**src/rtl/piso_frame_tx.sv**
```systemverilog
// Framed parallel-in/serial-out transmitter.
// Frame on SO: start(1), N data bits, optional even parity, stop(0); idle level 0.
// SO is registered: each edge loads the bit that belongs to the state being entered.
module piso_frame_tx #(
  parameter int N         = 5,
  parameter int MSB_FIRST = 0,
  parameter int PARITY_EN = 1
) (
  input  logic         clk,
  input  logic         reset,
  input  logic [N-1:0] din,
  input  logic         load_valid,
  output logic         load_ready,
  output logic         SO,
  output logic         frame_active,
  output logic         done
);

  localparam int CW = $clog2(N);

  typedef enum logic [2:0] {IDLE, START, DATA, PARITY, STOP} state_t;

  state_t         state, state_nxt;
  logic [N-1:0]   sh, sh_nxt, sh_shift;
  logic [CW-1:0]  cnt, cnt_nxt;
  logic           par, par_nxt;
  logic           so_nxt;
  logic           bit_out;
  logic           accept;

  // Ready only where a new word can start without a gap; held low during reset
  assign load_ready   = !reset && (state == IDLE || state == STOP);
  assign accept       = load_valid && load_ready;
  assign frame_active = (state != IDLE);
  assign done         = (state == STOP);

  // Exit bit and shift direction follow the bit order
  assign bit_out  = (MSB_FIRST != 0) ? sh[N-1] : sh[0];
  assign sh_shift = (MSB_FIRST != 0) ? {sh[N-2:0], 1'b0} : {1'b0, sh[N-1:1]};

  // Next state, next SO bit and datapath updates
  always_comb begin
    state_nxt = state;
    sh_nxt    = sh;
    cnt_nxt   = cnt;
    par_nxt   = par;
    so_nxt    = 1'b0;
    case (state)
      IDLE, STOP: begin
        if (accept) begin
          state_nxt = START;
          sh_nxt    = din;
          par_nxt   = ^din;
          so_nxt    = 1'b1;
        end else begin
          state_nxt = IDLE;
        end
      end
      START: begin
        state_nxt = DATA;
        so_nxt    = bit_out;
        sh_nxt    = sh_shift;
        cnt_nxt   = '0;
      end
      DATA: begin
        if (cnt == CW'(N-1)) begin
          cnt_nxt = '0;
          if (PARITY_EN != 0) begin
            state_nxt = PARITY;
            so_nxt    = par;
          end else begin
            state_nxt = STOP;
          end
        end else begin
          cnt_nxt = cnt + CW'(1);
          so_nxt  = bit_out;
          sh_nxt  = sh_shift;
        end
      end
      PARITY: state_nxt = STOP;
      default: state_nxt = IDLE;
    endcase
  end

  // State and datapath registers; synchronous reset abandons any frame
  always_ff @(posedge clk) begin
    if (reset) begin
      state <= IDLE;
      SO    <= 1'b0;
      sh    <= '0;
      cnt   <= '0;
      par   <= 1'b0;
    end else begin
      state <= state_nxt;
      SO    <= so_nxt;
      sh    <= sh_nxt;
      cnt   <= cnt_nxt;
      par   <= par_nxt;
    end
  end

endmodule
```
**config.mk**
```make
export PLATFORM = sky130hd
export DESIGN_NAME = piso_frame_tx
export DESIGN_NICKNAME = d
export VERILOG_FILES = /design/src/rtl/piso_frame_tx.sv
export SDC_FILE = /design/constraint.sdc
export NUM_CORES = 1
export LEC_CHECK = 0
export BUFFER_PORTS_ARGS = -buffer_cell sky130_fd_sc_hd__buf_2
export CORE_MARGIN = 8
export CORE_UTILIZATION = 52
export DETAILED_ROUTE_END_ITERATION = 16
export PLACE_DENSITY = 0.75
export RECOVER_POWER = 50
export SYNTH_ARGS = -nofsm -noshare
export SYNTH_HDL_FRONTEND = slang
export SYNTH_SLANG_ARGS = --single-unit
export TNS_END_PERCENT = 20
```
**constraint.sdc**
```tcl
create_clock -name clk -period 1.7 [get_ports clk]
set_clock_uncertainty 0.05 [all_clocks]
set_input_delay 0.51 -clock clk [delete_from_list [all_inputs] [get_ports clk]]
set_output_delay 0.51 -clock clk [all_outputs]
set_load 0.01 [all_outputs]
```
# Word-level counts from Yosys, hierarchy flattened
# Index checks and enable logic that the tools add are counted.
[op_classes]
reduce_logical = 12
addsub = 1
muxes = 11
n_eq_ne = 8
[op_table]
columns = ["operator", "count"]
rows = [
  ["case mux 5 bit (3 select lines)", 1],
  ["case mux 3 bit (4 select lines)", 1],
  ["2-to-1 mux 5 bit", 2],
  ["equality test 3 x 2 -> 1 bit, second input constant", 2],
  ["equality test 3 bit, second input constant", 2],
  ["2-to-1 mux 3 bit", 2],
  ["inequality test 2 bit, second input constant", 3],
  ["case mux 3 bit (2 select lines)", 1],
  ["nonzero test 3 bit", 2],
  ["XOR reduction 5 bit", 1],
  ["adder 3 x 1 -> 3 bit, second input constant", 1],
  ["equality test 3 x 1 -> 1 bit, second input constant", 1],
  ["logical NOT 3 bit", 1],
  ["2-to-1 mux 1 bit", 3],
  ["case mux 1 bit (3 select lines)", 1],
  ["AND reduction 3 bit", 1],
  ["logical AND 1 bit", 2],
  ["AND reduction 2 bit", 1],
  ["nonzero test 2 bit", 1],
  ["OR reduction 2 bit", 1],
  ["logical NOT 1 bit", 1],
  ["logical OR 1 bit", 1],
]
[totals]
elab_cells = 37
ff_bits = 13
output_inout_bits = 4

# Depth between registers and ports, before layout
[depth]
depth_word = 6
depth_mapped = 6

# Worst setup path before layout
# OpenSTA, ideal clock, no wires.
[synth_timing]
path_kind = "input to register"
start = "input reset"
end = "register sh[3]"
required_time_ps = 1564
setup_time_ps = 86
slack_ps = 119
t_arrival_ps = 1445
stages = 4
path_cell_list = "or4b_1 -> o221ai_4 -> nor2_1 -> a211oi_1"
[synth_via]
elab_chain_cells = 5
[synth_lines]
columns = ["element", "line", "text"]
rows = [
  ["from (decl)", "10", "input logic reset,"],
  ["logical NOT 1 bit", "32", "assign load_ready = !reset && (state == IDLE || state == STOP);"],
  ["logical AND 1 bit", "32", ""],
  ["logical AND 1 bit", "33", "assign accept = load_valid && load_ready;"],
  ["inequality test 2 bit (no line)", "n/a", ""],
  ["AND reduction 3 bit (no line)", "n/a", ""],
  ["to (signal assigned)", "96", "sh <= sh_nxt;"],
  ["to (decl)", "24", "logic [N-1:0] sh, sh_nxt, sh_shift;"],
]
# Several ways; a longest one is shown, not always the timed one.
# A chain may end at the register's enable or synchronous reset.

# Final worst setup path
[layout_timing]
start = "register state[0]"
end = "output frame_active"
[layout_via]
elab_chain_cells = 1
[layout_lines]
columns = ["element", "line", "text"]
rows = [
  ["from (decl)", "23", "state_t state, state_nxt;"],
  ["from (signal assigned)", "94", "state <= state_nxt;"],
  ["nonzero test 3 bit", "34", "assign frame_active = (state != IDLE);"],
  ["to (decl)", "15", "output logic frame_active,"],
]
# Every way passes these cells.

==> results.txt <==
The flow ran to the end, but the final reports show violations. The checks that failed: negative setup slack. The worst setup margin is -3.82 ps. The total DRC errors in the routed layout came out at 0.

STA puts the critical path data required time at 1140 ps. Counting instances, the worst hold path has a depth of 1. The horizontal die dimension came out at between 50 and 60 um.

In this run, post-CTS hold repair placed 0 buffers. Counting instances in the post-synthesis netlist gives the leading cell types as 13 x dfxtp_1, 7 x nor2_1, 7 x nor3_1, 5 x a21oi_1. The post-synth design cell area came out at a little over 700 sq um. The total CTS buffers came out at 3. The tree is rooted in a clkbuf_4. STA classifies the critical path startpoint as a flip-flop.

The dominant combinational cell family by area after synthesis is simple AND/OR/NAND/NOR gates. The area added between synthesis and finish came out at 25.0%. The power share of the sequential group came out at between 40% and 50%. The top cell type by area accounts for around 37% of the synthesized area. 12 I/O pins were placed. The portion of the post-synthesis area used by sequential elements is 36.7%. The actual transition at the worst max-transition pin is around 550 ps.

The average size of a mapped cell is roughly 8.9 sq um. The reg-to-reg setup timing slack is about 80 ps. The xor/xnor cell area share of the yosys netlist came out at under 10%. Setup repair after global routing could not meet its margin everywhere.

Of all cell types, the one taking the most synthesized area is dfxtp_1. The gate count of the mapped netlist is 80. The initial antenna violation count came out at 0. The maximum operating frequency came out at just under 600 MHz. The capture instance of the worst register-to-register path is sh[4]. The internal power came out at 0.530 mW. The number of global-route vias before repair is between 600 and 700. The relative contribution of the clock network to total power is between 20% and 30%.

Max-cap violations in this run came to 0. The area of the core is 1280 sq um. The critical path data arrival time came out at 1140 ps. The clock latency of the later-clocked register in the worst-skew pair is around 270 ps. The number of synthesis warnings came out at 0. The mux share of post-synthesis cell area is 4.23%. The number of sinks handled by clock tree synthesis is 13. The filler cell count came out at ~120. The number of iterations in the first detailed-routing pass came out at 4. The tightest min-delay check is of the reg -> reg type.

The relative slew slack is 63.5%. The number of standard-cell rows in the floorplan came out at 13. Walking the worst path, the cells encountered are or3_4 -> buf_6. Routability-driven placement finished with a final weighted congestion of between 0.8 and 0.9. The maximum VDD drop came out at approximately 0.56 mV.

The sum of negative setup slack came out at -3.82 ps. The fraction of the cycle the final worst path needs is 100%. Overall power consumption after layout is estimated at ~0.76 mW.

The sequential cell area in the final layout came out at roughly 270 sq um. Together, buffers and inverters on the worst path number 1. The simple logic cell fraction of the synthesized area came out at around a quarter.

The synthesized netlist devotes under 10% of its cell area to adder and majority cells. The wire-length estimate of the detail-placed layout is approximately 1100 um. The remaining global-route overflow is 0. The switching portion of total power is between 20 and 30%.

The starting density of the core came out at ~55%. The worst stage delay on the critical path came out at around 370 ps. The startpoint identified for the worst hold timing path is state[0]. The count of cell types in the netlist is 33. Among cell families on the critical path, the largest total delay comes from flip-flops.

The maximum buffer depth of the clock tree came out at 2. The die height came out at 52.9 um. The synthesized-area fraction occupied by ao, oa, aoi and oai cells came out at about a fifth. Entering global routing, the biggest net connects 15 pins. Ranked by total cell area, the synthesized netlist is headed by dfxtp_1 37%, nor3_1 4.9%, xnor2_1 4.9%.

In this run the worst path has a maximum fanout of 7. The first-pass GRT wire length is 2660 um. The time the worst path needs with I/O delays and setup is 1700 ps. The async set-reset flop share out of synthesis is 0%.

Yosys instantiated no cell more often than dfxtp_1. The number of flops mapped to enable cells by yosys is 0. The max-slew violation total from the final report came out at 0.

In the final design database the tool counted 109 nets. The switching power of the nets is approximately 0.23 mW. The worst register-to-register path begins at state[2]. Of the cells placed in the final design, the portion with a size suffix greater than 1 is 31.6%.

By startpoint and endpoint, the worst setup path is classified as reg -> out. The worst setup path is captured at an output port. The worst hold path terminates at state[0]. 0 antenna diodes ended up in the layout. The dominant synthesized flop cell is dfxtp_1. TritonCTS built the clock tree. The slowest stage of the critical path belongs to the cell dfxtp_4. In this run the static leakage power is 0.367 nW. Input and output buffers added on the ports amount to 11. The die area is between 2000 and 3000 sq um.

The power density relative to cell area is 853 nW/um^2. The average vias per placed instance is 5.50. Summed over all layers, the routed wires come to 1520 um. Clock-pin slew was measured on the worst setup and hold paths at roughly 80 ps. In this run the number of H-tree levels came out at 1.

In this run, synthesis produced a sequential element count of 13. Global routing used 12.0% of the available tracks. The routed layout has 621 vias. The total nets after synthesis came out at 90. Summing all multi-input logic gate instances after layout gives about 440 sq um. The setup slack after placement is -65.9 ps.

The combinational group share of total power came out at between 20 and 30%. The final-report hold violation count came out at 0. In this run, the number of DRC markers left after iteration 0 of detailed routing was 6. The count of nets left with antenna violations once routing finished came out at 0. The post-detailed-route wirelength per cell is approximately 13 um. The number of cells on the worst reg-to-reg path came out at 5. The number of setup violations in the final report is 1.
[sequential cells by signal, indices dropped and copies added, names as in the netlist]
register	count
cnt	3
state	3
SO	1
par	1
sh	5
[layout by cell type, fill, tap and decap left out, types with 2 or more instances in the layout]
master,count
dfxtp_1,10
buf_6,3
dfxtp_4,2
nand2_1,2
mux2i_1,3
a2bb2oi_1,2
clkbuf_4,3
clkbuf_1,2
buf_4,5
nand3_1,2
nor2_1,7
buf_2,9
o21ai_0,2
a211oi_1,4
inv_1,3
o21ai_1,2
xnor2_1,4
nor3_1,5
ha_1,2
a21oi_1,5
[layout make-up]
class                   count  area share [%]
clock buffers               4            2.96
inverters                   4            1.69
multi-input cells          59            49.4
flip-flops and latches     13            30.3
well taps                  15            2.12
repair buffers             18            13.5
[per-layer routing]
metal  routed length (um)  share of wire (%)  GRT usage [%]  vias up
li1                     -                  -              -      323
met1                  679                 45           13.9      290
met2                  785                 52           20.5        6
met3                   38                2.5           3.36        2
met4                   12               0.79           3.88        0
met5                    0                  0              0        -
[logic make-up after synthesis]
logic type | Yosys count
AO/OA/AOI/OAI | 18
AND/OR/NAND/NOR | 31
adder cells (fa/ha/maj) | 2
XOR/XNOR | 5
buffers and inverters | 8
multiplexers | 3
flip-flops | 13
[through the flow]
step | cell area (sq um) | utilization, % | hold slack [ps] | instances
after detailed placement | 805 | 62.6 | 450 | 107
after CTS | 858 | 66.8 | 449 | 112
after floorplan | 709 | - | 407 | 80
final | 887 | 69.0 | 429 | 113
after global placement | 805 | 62.6 | 433 | 107
after global routing | 887 | 69.0 | 451 | 113
[power groups by stage]
| stage | registers (mW) | logic, mW | clock network, mW |
|---|---|---|---|
| finish | 0.354 | 0.207 | 0.196 |
| global route | 0.358 | 0.229 | 0.214 |
| CTS | 0.355 | 0.196 | 0.200 |
| detailed placement | 0.362 | 0.187 | 0 |
| global placement | 0.360 | 0.182 | 0 |
| floorplan | 0.355 | 0.142 | 0 |
[how the worst max path moves through the flow]
| stage | from | end | slack [ps] | cells past startpoint |
|---|---|---|---|---|
| finish | state[0] | frame_active | -4 | 2 |
| global route | state[0] | frame_active | -40 | 2 |
| CTS | state[0] | frame_active | -1 | 2 |
| detailed placement | reset | sh[1] | -70 | 5 |
| global placement | reset | sh[0] | -30 | 5 |
| floorplan | reset | sh[3] | 120 | 4 |
[timing repair]
item                                    4_1_cts  5_1_grt
endpoints found under the setup margin        3        7
pin swaps                                     0        6
gates resized for setup                       7        6
buffers inserted                              1        1
Power figures use the tool's default switching activity.
